File: config.mk
export PLATFORM = sky130hd
export DESIGN_NAME = fir_chan_arbiter
export DESIGN_NICKNAME = d
export VERILOG_FILES = /design/src/rtl/fir_chan_arbiter.sv
export SDC_FILE = /design/constraint.sdc
export NUM_CORES = 1
export LEC_CHECK = 0
export CAP_MARGIN = 20
export CELL_PAD_IN_SITES_DETAIL_PLACEMENT = 1
export CELL_PAD_IN_SITES_GLOBAL_PLACEMENT = 1
export CORE_MARGIN = 2
export CORE_UTILIZATION = 38
export CTS_BUF_LIST = sky130_fd_sc_hd__clkbuf_16
export DETAILED_ROUTE_END_ITERATION = 8
export PLACE_DENSITY_LB_ADDON = 0.1
export RECOVER_POWER = 50
export SLEW_MARGIN = 10
export SYNTH_ARGS = -nofsm -noshare
export SYNTH_HDL_FRONTEND = slang
export SYNTH_SLANG_ARGS = --single-unit
File: constraint.sdc
create_clock -name CLK_Filter -period 2 [get_ports CLK_Filter]
set_input_delay 0.3 -clock CLK_Filter [delete_from_list [all_inputs] [get_ports CLK_Filter]]
set_output_delay 0.3 -clock CLK_Filter [all_outputs]
set_load 0.05 [all_outputs]
File: src/rtl/fir_chan_arbiter.sv
// -----------------------------------------------------------------------------
// fir_chan_arbiter
//
// Shares one FIR engine (8-bit sample in, 20-bit result out, coefficient bank
// selected per channel) between the IR and RED photodiode channels of the
// pulse-oximeter front end.
//
// Each channel has a one-deep pending slot that captures ADC samples.
// A round-robin arbiter grants the engine to a channel with a pending sample.
// The FSM runs the engine start/done handshake under a watchdog.
// The result goes back to the owning channel's output register with a
// one-cycle valid strobe.
//
// Ports
//   CLK_Filter   in   filter clock, rising edge
//   rst_n        in   asynchronous active-low reset
//   ir_req       in   strobe: ir_sample valid
//   ir_sample    in   IR ADC value            [DW]
//   red_req      in   strobe: red_sample valid
//   red_sample   in   RED ADC value           [DW]
//   eng_start    out  one-cycle engine start pulse
//   eng_chan     out  engine bank select (0 = IR, 1 = RED)
//   eng_sample   out  sample presented to the engine [DW]
//   eng_done     in   engine completion pulse
//   eng_result   in   engine result, valid with eng_done [OW]
//   ir_out       out  last IR result          [OW]
//   ir_valid     out  one-cycle pulse on ir_out update
//   red_out      out  last RED result         [OW]
//   red_valid    out  one-cycle pulse on red_out update
//   overrun      out  sticky sample-dropped flags, [0] IR, [1] RED
//   timeout_err  out  sticky flag: engine never finished
//   busy         out  high whenever the FSM is not idle
// -----------------------------------------------------------------------------
`timescale 1ns/1ps

module fir_chan_arbiter #(
    parameter int DW      = 8,
    parameter int OW      = 20,
    parameter int TIMEOUT = 16     // legal range 2..255
) (
    input  logic          CLK_Filter,
    input  logic          rst_n,
    input  logic          ir_req,
    input  logic [DW-1:0] ir_sample,
    input  logic          red_req,
    input  logic [DW-1:0] red_sample,
    output logic          eng_start,
    output logic          eng_chan,
    output logic [DW-1:0] eng_sample,
    input  logic          eng_done,
    input  logic [OW-1:0] eng_result,
    output logic [OW-1:0] ir_out,
    output logic          ir_valid,
    output logic [OW-1:0] red_out,
    output logic          red_valid,
    output logic [1:0]    overrun,
    output logic          timeout_err,
    output logic          busy
);

    localparam logic [1:0] S_IDLE  = 2'd0;
    localparam logic [1:0] S_START = 2'd1;
    localparam logic [1:0] S_WAIT  = 2'd2;
    localparam logic [1:0] S_WB    = 2'd3;

    localparam logic CH_IR  = 1'b0;
    localparam logic CH_RED = 1'b1;

    // The counter is cleared in START and counts WAIT cycles from 0. The abort
    // fires on the WAIT cycle in which it would step to TIMEOUT-1. This places
    // timeout_err TIMEOUT cycles after eng_start.
    localparam logic [7:0] CNT_LAST = 8'(TIMEOUT - 2);

    logic [1:0]    r_state;
    logic          r_pend_ir;
    logic          r_pend_red;
    logic [DW-1:0] r_pend_ir_data;
    logic [DW-1:0] r_pend_red_data;
    logic          r_last_grant;
    logic          r_eng_chan;
    logic [DW-1:0] r_eng_sample;
    logic [7:0]    r_cnt;
    logic [OW-1:0] r_ir_out;
    logic [OW-1:0] r_red_out;
    logic [1:0]    r_overrun;
    logic          r_timeout_err;

    logic          w_grant;
    logic          w_grant_chan;
    logic          w_grant_ir;
    logic          w_grant_red;

    // Arbitration is only evaluated in IDLE. On a tie, the channel that did not
    // win the previous tie is served.
    always_comb begin
        // NOTE: every signal gets a default before the branches, so no path can
        // leave it unassigned and infer a latch.
        w_grant      = 1'b0;
        w_grant_chan = CH_IR;
        if (r_state == S_IDLE) begin
            if (r_pend_ir && r_pend_red) begin
                w_grant      = 1'b1;
                w_grant_chan = ~r_last_grant;
            end else if (r_pend_ir) begin
                w_grant      = 1'b1;
                w_grant_chan = CH_IR;
            end else if (r_pend_red) begin
                w_grant      = 1'b1;
                w_grant_chan = CH_RED;
            end
        end
    end

    assign w_grant_ir  = w_grant && (w_grant_chan == CH_IR);
    assign w_grant_red = w_grant && (w_grant_chan == CH_RED);

    // Sample capture. A request on the grant edge of its own channel refills
    // the slot just handed to the engine, so nothing is lost and there is no
    // overrun.
    always_ff @(posedge CLK_Filter or negedge rst_n) begin
        if (!rst_n) begin
            // NOTE: the data slots are reset as well, so eng_sample never
            // carries X even before the first request.
            r_pend_ir       <= 1'b0;
            r_pend_red      <= 1'b0;
            r_pend_ir_data  <= '0;
            r_pend_red_data <= '0;
            r_overrun       <= 2'b00;
        end else begin
            // NOTE: state registers use non-blocking assignments, so every
            // process reads pre-edge values regardless of evaluation order.
            if (ir_req) begin
                r_pend_ir      <= 1'b1;
                r_pend_ir_data <= ir_sample;
                if (r_pend_ir && !w_grant_ir) begin
                    r_overrun[0] <= 1'b1;
                end
            end else if (w_grant_ir) begin
                r_pend_ir <= 1'b0;
            end

            if (red_req) begin
                r_pend_red      <= 1'b1;
                r_pend_red_data <= red_sample;
                if (r_pend_red && !w_grant_red) begin
                    r_overrun[1] <= 1'b1;
                end
            end else if (w_grant_red) begin
                r_pend_red <= 1'b0;
            end
        end
    end

    // Engine handshake FSM
    always_ff @(posedge CLK_Filter or negedge rst_n) begin
        if (!rst_n) begin
            r_state       <= S_IDLE;
            r_last_grant  <= CH_RED;      // IR wins the first tie
            r_eng_chan    <= CH_IR;
            r_eng_sample  <= '0;
            r_cnt         <= '0;
            r_ir_out      <= '0;
            r_red_out     <= '0;
            r_timeout_err <= 1'b0;
        end else begin
            case (r_state)
                S_IDLE: begin
                    if (w_grant) begin
                        r_state      <= S_START;
                        r_eng_chan   <= w_grant_chan;
                        r_eng_sample <= w_grant_chan ? r_pend_red_data : r_pend_ir_data;
                        // Only a real tie moves the round-robin pointer.
                        if (r_pend_ir && r_pend_red) begin
                            r_last_grant <= w_grant_chan;
                        end
                    end
                end
                S_START: begin
                    r_state <= S_WAIT;
                    r_cnt   <= '0;
                end
                S_WAIT: begin
                    r_cnt <= r_cnt + 8'd1;
                    if (eng_done) begin
                        if (r_eng_chan == CH_IR) begin
                            r_ir_out <= eng_result;
                        end else begin
                            r_red_out <= eng_result;
                        end
                        r_state <= S_WB;
                    end else if (r_cnt == CNT_LAST) begin
                        r_timeout_err <= 1'b1;
                        r_state       <= S_IDLE;
                    end
                end
                S_WB: begin
                    r_state <= S_IDLE;
                end
                default: begin
                    r_state <= S_IDLE;
                end
            endcase
        end
    end

    assign eng_start   = (r_state == S_START);
    assign eng_chan    = r_eng_chan;
    assign eng_sample  = r_eng_sample;
    assign ir_out      = r_ir_out;
    assign red_out     = r_red_out;
    assign ir_valid    = (r_state == S_WB) && (r_eng_chan == CH_IR);
    assign red_valid   = (r_state == S_WB) && (r_eng_chan == CH_RED);
    assign overrun     = r_overrun;
    assign timeout_err = r_timeout_err;
    assign busy        = (r_state != S_IDLE);

endmodule

==> results of run 1 <==
==> power by group <==
part	internal (mW)	total, mW	switching, mW
combinational	1.68	4.56	2.89
clock	0.813	1.42	0.609
sequential	2.25	2.64	0.387
==> cell type report <==
type / count / share of cell area
clock buffers: 9 / 0.04752
clock inverters: 5 / 0.005280
inverters: 9 / 0.007128
multi-input cells: 147 / 0.2643
flip-flops and latches: 81 / 0.4279
well taps: 108 / 0.02851
repair buffers: 105 / 0.2194
==> worst paths after layout <==
path / start / end / slack, ns / depth (start not counted)
setup / recovery: ir_out[11]$_DFFE_PN0P_ / ir_out[11] / 0.18 / 1
hold / removal: timeout_err$_DFFE_PN0P_ / timeout_err$_DFFE_PN0P_ / 0.47 / 1
setup reg to reg: r_state[1]$_DFFE_PN0P_ / r_state[1]$_DFFE_PN0P_ / 0.27 / 6
hold reg to reg: timeout_err$_DFFE_PN0P_ / timeout_err$_DFFE_PN0P_ / 0.47 / 1
max in group asynchronous: rst_n / ir_out[2]$_DFFE_PN0P_ / 0.41 / 3
min in group asynchronous: rst_n / r_state[0]$_DFFE_PN0P_ / 0.71 / 2
==> stage by stage <==
| stage | hold WS [ns] | util |
|---|---|---|
| finish | 0.4708 | 0.5488 |
| floorplan | 0.004409 | - |
| global route | 0.4994 | 0.5488 |
| CTS | 0.4758 | 0.5504 |
| detailed placement | 0.3364 | 0.5203 |
| global placement | 0.3348 | 0.5203 |
==> registers in the layout, summed over array words and instances (netlist names), 2 cells and up <==
register / cells
eng_sample: 8
ir_out: 20
overrun: 2
r_cnt: 8
r_pend_ir_data: 8
r_pend_red_data: 8
r_state: 2
red_out: 20
==> layer usage <==
layer / vias to the layer above / global-route usage / wire [um]
li1: 1073 / - / -
met1: 1203 / 0.2128 / 3341
met2: 54 / 0.3198 / 4249
met3: 9 / 0.04510 / 406
met4: 0 / 0.06090 / 115
met5: - / 0 / 0
==> cell families after synthesis <==
group | synth area share
AO/OA/AOI/OAI | 0.05134
XOR/XNOR | 0.01042
adder cells (fa/ha/maj) | 0.02604
buffers and inverters | 0.02455
flip-flops | 0.6031
multiplexers | 0.2076
AND/OR/NAND/NOR | 0.07701
==> layout by cell type, fill, tap and decap left out, types with 2 or more instances in the layout <==
cell type	Yosys	routed
a21o_1	2	2
a21oi_1	2	2
a31o_2	3	3
and4_1	2	2
buf_12	0	3
buf_4	1	6
clkbuf_16	0	9
clkbuf_2	1	4
clkdlybuf4s50_1	0	88
clkinv_1	0	2
clkinv_2	0	2
dfrtp_1	80	80
dlygate4sd3_1	0	3
ha_1	7	7
inv_1	8	8
mux2_2	54	54
mux2i_1	9	9
nand2_1	18	18
nand2b_1	3	3
nand3_1	5	5
nand3b_1	2	2
nor2_1	4	4
nor3_1	2	2
o21ai_0	12	13
o31ai_1	2	2
xor2_1	3	3
==> impl_metrics.toml, run 1 <==
[status]
outcome = "finished, final reports clean"

[floorplan]
die_y_um = 98.08
core.rowCount = 34
core_area_um2 = 8636
ioPinCount = 97
dieArea_um2 = 9619
start_util = 0.3895
die_width_um = 98.08

[min_path]
hold_class = "register to register"

[finish]
final_cell_area_um2 = 4740
num-fill-cells = 894
finalNonFillerCells = 464
layout.nets = 401
layout-drive-gt1-share = 0.2444
area_delta_synth_final_pct = 40.92
multiInputGateArea_um2 = 1252
n_antenna_cell = 0
ff_latch_area_um2 = 2028

[power_and_ir_drop]
p_leak_nw = 2.085
p_total_mw = 8.627
p_per_area_nw_per_um2 = 1820
vdd_ir_drop_max_mv = 0.8647

[placed_design]
hpwlAfterDp_um = 5680
placedCellCount = 449
port_buffers = 96
pre_cts_ws_ns = 0.2657
place_area_um2 = 4493
gp_congestion = 0.7896

[timing]
fin_ws_ns = 0.1787
slew_headroom = 0.2660
worst_pin_slew_ns = 1.101
finalClockSkew_ns = 0.008557
drv_slew = 0
tns_ns = 0
setup_viol = 0
timing.final.crit_period_ns = 1.821
final.period_utilization = 0.9106
rsz0062_at_grt = "no"
clock.fmax_mhz = 549.1
hold_viol = 0

[synthesis]
synthFlopType = "dfrtp_1"
avgSynthCellArea_um2 = 13.62
synth-edff-count = 0
async_flop_share = 1.000
synth.distinct_cells = 41
synth_common_cells = "dfrtp_1 (80), mux2_2 (54), nand2_1 (18)"
syn_area_um2 = 3363
syn_inst = 247
ys_seq_area_frac = 0.6031
yosysTopAreaCell = "dfrtp_1"
syn_nets = 295
synth_warnings = 0
yosys-top-cells-area = "dfrtp_1 (60%), mux2_2 (18%), mux2i_1 (2.7%)"
ys_ff_latch = 81
synth_top_area_frac = 0.5952
synth_most_common_cell = "dfrtp_1"

[clock_tree]
cts_tree = "yes"
numCtsBuffers = 9
cts_sinks = 81
cts_root_buf = "clkbuf_16"
cts_max_level = 3
clk_latency_ns = 0.32
cts_max_path_buffers = 2
post_cts_buffers = 0
hold_buffers = 1
clkTransAtPathRegs_ns = 0.06
cts_resized = 0

[setup_path]
critical_path_required_ns = 1.70
worstPathMaxFanout = 2
crit_buf_inv = 1
crit_path_max_incr_delay_ns = 0.84
path_class = "register to output port"
worstPathCellList = "clkdlybuf4s50_1"
crit_path_start_kind = "register"
path_delay_family = "buffers and inverters"
cp.arrival_ns = 1.52
slowest_stage = "clkdlybuf4s50_1"
crit_path_end_kind = "output port"

[route]
dr.pass1.iters = 4
vias = 2339
vias_per_cell = 5.041
drtAntennaViolNets = 0
wl_per_cell_um = 17.48
drt_first_iter_violations = 66
drc_errors = 0
drt-total-wl_um = 8112

[global_routing]
antenna_found_initial = 0
grt_pass1_wl_um = 13540
grt_use_total = 0.1801
first_global_vias = 2642
grt_max_degree = 44
gr-total-overflow = 0

[run]
drv_cap = 0
Note: power is estimated with default switching activity, not from simulation.
==> inputs of run 2 (changes only) <==
--- a/config.mk
+++ b/config.mk
@@ -8,11 +8,11 @@
 export CAP_MARGIN = 20
 export CELL_PAD_IN_SITES_DETAIL_PLACEMENT = 1
 export CELL_PAD_IN_SITES_GLOBAL_PLACEMENT = 1
-export CORE_MARGIN = 2
+export CORE_MARGIN = 3
 export CORE_UTILIZATION = 38
 export CTS_BUF_LIST = sky130_fd_sc_hd__clkbuf_16
 export DETAILED_ROUTE_END_ITERATION = 8
-export PLACE_DENSITY_LB_ADDON = 0.1
+export PLACE_DENSITY_LB_ADDON = 0.15
 export RECOVER_POWER = 50
 export SLEW_MARGIN = 10
 export SYNTH_ARGS = -nofsm -noshare
==> impl_metrics.toml, run 2 (synthesis results as in run 1) <==
[finish]
layout_commonest_cell = "clkdlybuf4s50_1"
area_delta_synth_final_pct = 41.48
n_antenna_cell = 0
num-fill-cells = 865
ff_latch_area_um2 = 2028
final_cell_mix = "clkdlybuf4s50_1 (88), dfrtp_1 (80), mux2_2 (54)"
layout-drive-gt1-share = 0.2436
multiInputGateArea_um2 = 1252
layout.nets = 398

[setup_path]
worstPathCellList = "clkdlybuf4s50_1"
path_class = "register to output port"
cp.arrival_ns = 1.51
path_delay_family = "buffers and inverters"
critical_path_required_ns = 1.70
crit_buf_inv = 1
crit_path_start_kind = "register"
crit_path_max_incr_delay_ns = 0.83
startpoint = "ir_out[7]$_DFFE_PN0P_"
reg2reg_slack_ns = 0.21
slowest_stage = "clkdlybuf4s50_1"
r2r-start = "r_state[0]$_DFFE_PN0P_"
crit_path_end_kind = "output port"
worstPathMaxFanout = 2

[timing]
timing.final.crit_period_ns = 1.808
rsz0062_at_grt = "no"
worst_pin_slew_ns = 1.121
slew_headroom = 0.2529
final.period_utilization = 0.9038
setup_viol = 0
drv_slew = 0
clock.fmax_mhz = 553.2
fin_ws_ns = 0.1924
hold_viol = 0
finalClockSkew_ns = 0.004727
tns_ns = 0

[floorplan]
dieArea_um2 = 10020
core_area_um2 = 8423
start_util = 0.3993
ioPinCount = 97
core.rowCount = 33
die_width_um = 100.1
die_y_um = 100.1

[placed_design]
port_buffers = 96
hpwlAfterDp_um = 5649
gp_congestion = 0.7749
pre_cts_ws_ns = 0.2538

[route]
drt_first_iter_violations = 53
dr.pass1.iters = 4
vias = 2353
drt-total-wl_um = 8027
vias_per_cell = 5.138
drc_errors = 0
wl_per_cell_um = 17.53
drtAntennaViolNets = 0

[global_routing]
gr-total-overflow = 0
first_global_vias = 2532
grt_max_degree = 82
antenna_found_initial = 0
grt_pass1_wl_um = 13030
grt_use_total = 0.1673

[power_and_ir_drop]
vdd_ir_drop_max_mv = 0.7352
p_per_area_nw_per_um2 = 1844
p_leak_nw = 2.083

[clock_tree]
hold_buffers = 0
numCtsBuffers = 9
cts_root_buf = "clkbuf_16"
cts_tree = "yes"
clkTransAtPathRegs_ns = 0.06
cts_max_path_buffers = 2
clk_latency_ns = 0.32
cts_max_level = 3
cts_resized = 0
cts_sinks = 81
post_cts_buffers = 0

[run]
drv_cap = 0

[min_path]
hold_class = "input port to async pin"

[status]
outcome = "finished, final reports clean"
## run 2: changes by cell type in the layout (fill, tap and decap cells not counted)
cell,change
clkbuf_4,+2
clkinv_1,-2
dlygate4sd3_1,-1
buf_4,-4
clkinv_4,+1
buf_12,+1
clkbuf_2,-2
clkbuf_1,+1
clkinv_2,-1
clkinvlp_4,+1
bufinv_16,+1
## run 2: metal layers
layer  GRT usage  share of wire  routed length [um]
met5           0              0                   0
met4     0.04352         0.0064                  51
met3     0.05351          0.056                 451
met2      0.2919           0.53                4231
met1      0.2002           0.41                3292
## run 2: worst paths after layout
| check | end | depth (start not counted) |
|---|---|---|
| max | ir_out[7] | 1 |
| min | r_state[0]$_DFFE_PN0P_ | 2 |
| max reg2reg | r_state[1]$_DFFE_PN0P_ | 6 |
| min reg2reg | overrun[0]$_DFFE_PN0P_ | 1 |
| max in group asynchronous | red_out[15]$_DFFE_PN0P_ | 2 |
| min in group CLK_Filter | overrun[0]$_DFFE_PN0P_ | 1 |
## run 2: area by class of cell
cell class                      count  area share
Sequential cell                    81      0.4262
Multi-Input combinational cell    147      0.2632
Timing Repair Buffer              102      0.2161
Clock buffer                        9     0.04733
Tap cell                          105     0.02761
Clock inverter                      5     0.01236
Inverter                            9    0.007100
## run 2: through the flow
stage	cells	power [mW]	area, um^2	hold WS (ns)	util
global route	458	9.237	4758	0.3985	0.5649
CTS	458	8.963	4783	0.01693	0.5679
floorplan	247	5.629	3363	0.004409	-
global placement	444	7.212	4499	0.3673	0.5342
finish	458	8.774	4758	0.3195	0.5649
detailed placement	444	7.335	4499	0.3650	0.5342
## run 2: power breakdown
part | internal [mW] | switching [mW] | total [mW]
registers | 2.25 | 0.378 | 2.63
logic | 1.69 | 2.90 | 4.59
clock network | 0.951 | 0.604 | 1.55
==> inputs of run 3 (changes only) <==
--- a/config.mk
+++ b/config.mk
@@ -9,7 +9,7 @@
 export CELL_PAD_IN_SITES_DETAIL_PLACEMENT = 1
 export CELL_PAD_IN_SITES_GLOBAL_PLACEMENT = 1
 export CORE_MARGIN = 3
-export CORE_UTILIZATION = 38
+export CORE_UTILIZATION = 30
 export CTS_BUF_LIST = sky130_fd_sc_hd__clkbuf_16
 export DETAILED_ROUTE_END_ITERATION = 8
 export PLACE_DENSITY_LB_ADDON = 0.15
==> constraint.sdc (replaced) <==
create_clock -name CLK_Filter -period 1.7 [get_ports CLK_Filter]
set_input_delay 0.255 -clock CLK_Filter [delete_from_list [all_inputs] [get_ports CLK_Filter]]
set_output_delay 0.255 -clock CLK_Filter [all_outputs]
set_load 0.05 [all_outputs]
==> impl_metrics.toml, run 3 (synthesis results as in run 1) <==
[floorplan]
core_area_um2 = 10890
dieArea_um2 = 12520
die_y_um = 111.9
die_width_um = 111.9
start_util = 0.3089
core.rowCount = 38
ioPinCount = 97

[global_routing]
grt_use_total = 0.1306
first_global_vias = 2476
gr-total-overflow = 0
grt_pass1_wl_um = 12830
grt_max_degree = 35
antenna_found_initial = 0

[route]
drt-total-wl_um = 7833
drc_errors = 0
dr.pass1.iters = 3
drt_first_iter_violations = 55
vias_per_cell = 4.629
vias = 2324
drtAntennaViolNets = 0
wl_per_cell_um = 15.60

[setup_path]
path_delay_family = "flip-flops"
crit_path_end_kind = "output port"
cp.arrival_ns = 1.36
worstPathMaxFanout = 5
path_class = "register to output port"
r2r-start = "r_state[1]$_DFFE_PN0P_"
reg2reg_slack_ns = 0.10
slowest_stage = "dfrtp_1"
crit_path_max_incr_delay_ns = 0.38
crit_path_start_kind = "register"
crit_buf_inv = 2
r2r_end = "ir_out[18]$_DFFE_PN0P_"
worstPathCellList = "buf_4 > ha_2 > nor2b_2 > buf_12"
critical_path_required_ns = 1.44
ff2ff_path_depth = 5

[power_and_ir_drop]
p_per_area_nw_per_um2 = 2188
p_leak_nw = 2.129
vdd_ir_drop_max_mv = 0.9098
p_total_mw = 10.41

[timing]
clock.fmax_mhz = 617.9
worst_pin_slew_ns = 0.8685
setup_viol = 0
finalClockSkew_ns = 0.006982
slew_headroom = 0.4210
hold-worst-slack_ns = 0.4751
fin_ws_ns = 0.08158
timing.final.crit_period_ns = 1.618
hold_viol = 0
tns_ns = 0
rsz0062_at_grt = "no"
drv_slew = 0
final.period_utilization = 0.9520

[placed_design]
pre_cts_ws_ns = 0.08108
hpwlAfterDp_um = 5674
port_buffers = 96
gp_congestion = 0.7404

[finish]
num-fill-cells = 1145
area_delta_synth_final_pct = 41.44
layout-drive-gt1-share = 0.3536
fin_util = 0.4369
layout.nets = 406
layout_commonest_cell = "dfrtp_1"
n_antenna_cell = 0
final_cell_mix = "dfrtp_1 (80), mux2_2 (54), clkdlybuf4s50_1 (37), buf_4 (37), clkbuf_1 (24)"

[clock_tree]
clk_latency_ns = 0.33
cts_max_level = 3
cts_max_path_buffers = 2
numCtsBuffers = 9
cts_sinks = 81
cts_root_buf = "clkbuf_16"
cts_tree = "yes"
clkTransAtPathRegs_ns = 0.06

[min_path]
hp-start = "eng_sample[1]$_DFFE_PN0P_"
hold_class = "register to register"
min_to = "eng_sample[1]$_DFFE_PN0P_"
min_path_cells = 2

[run]
drv_cap = 0

[status]
outcome = "finished, final reports clean"
run 3: changes by cell type in the layout (fill, tap and decap cells not counted), sizes merged:
| cell | delta |
|---|---|
| buf | +39 |
| clkinvlp | -1 |
| clkbuf | +19 |
| bufinv | +2 |
| clkdlybuf4s50 | -51 |
| dlygate4sd3 | +1 |
run 3: metal layers:
metal | vias up | GRT usage | part of all wire
met5 | - | 0 | 0
met1 | 1191 | 0.1610 | 0.42
met2 | 44 | 0.2134 | 0.51
li1 | 1083 | - | -
met4 | 0 | 0.04380 | 0.011
met3 | 6 | 0.04620 | 0.055
run 3: power breakdown:
group	internal [mW]	total [mW]	switching (mW)	leakage (nW)
sequential	2.65	3.06	0.409	0.976
clock	1.42	2.18	0.760	0.161
combinational	1.73	5.17	3.43	0.991
run 3: area by class of cell:
cell class / count / area, um^2 / area share
clock buffer: 9 / 225.2 / 0.04734
clock inverter: 6 / 107.6 / 0.02262
inverter: 9 / 33.78 / 0.007102
multi-input combinational: 147 / 1277 / 0.2685
sequential: 81 / 2028 / 0.4264
tap: 140 / 175.2 / 0.03682
timing repair buffer: 110 / 909.6 / 0.1912
run 3: worst register-to-register path, delay by kind of cell, from the launching register on:
kind          cells  cell delay, ns
simple gates      1            0.16
flops             1            0.38
mux               1            0.35
buf+inv           2            0.35
fa+ha+maj         1            0.26
run 3: timing repair:
| item | 4_1_cts | 5_1_grt |
|---|---|---|
| setup buffers | 0 | 0 |
| gates resized for setup | 0 | 6 |
| hold endpoints to repair | 30 | 0 |
| setup endpoints to repair | 0 | 5 |
| hold buffers | 1 | 0 |
run 3: per-stage QoR:
stage               std cells  cell area [um^2]
finish                    502              4757
global placement          486              4493
floorplan                 247              3363
global route              502              4757
CTS                       502              4836
detailed placement        486              4493
run 3: worst max path at each step:
stage,from,to,slack (ns),cells after the start
2_1_floorplan,r_state[1]$_DFFE_PN0P_,r_state[1]$_DFFE_PN0P_,0.007,6
3_3_place_gp,eng_done,red_out[15]$_DFFE_PN0P_,0.09,4
3_5_place_dp,r_state[1]$_DFFE_PN0P_,r_state[1]$_DFFE_PN0P_,0.08,6
4_1_cts,r_state[1]$_DFFE_PN0P_,busy,0.01,5
5_1_grt,rst_n,eng_sample[6]$_DFFE_PN0P_,0.02,3
6_report,r_state[0]$_DFFE_PN0P_,ir_valid,0.08,4
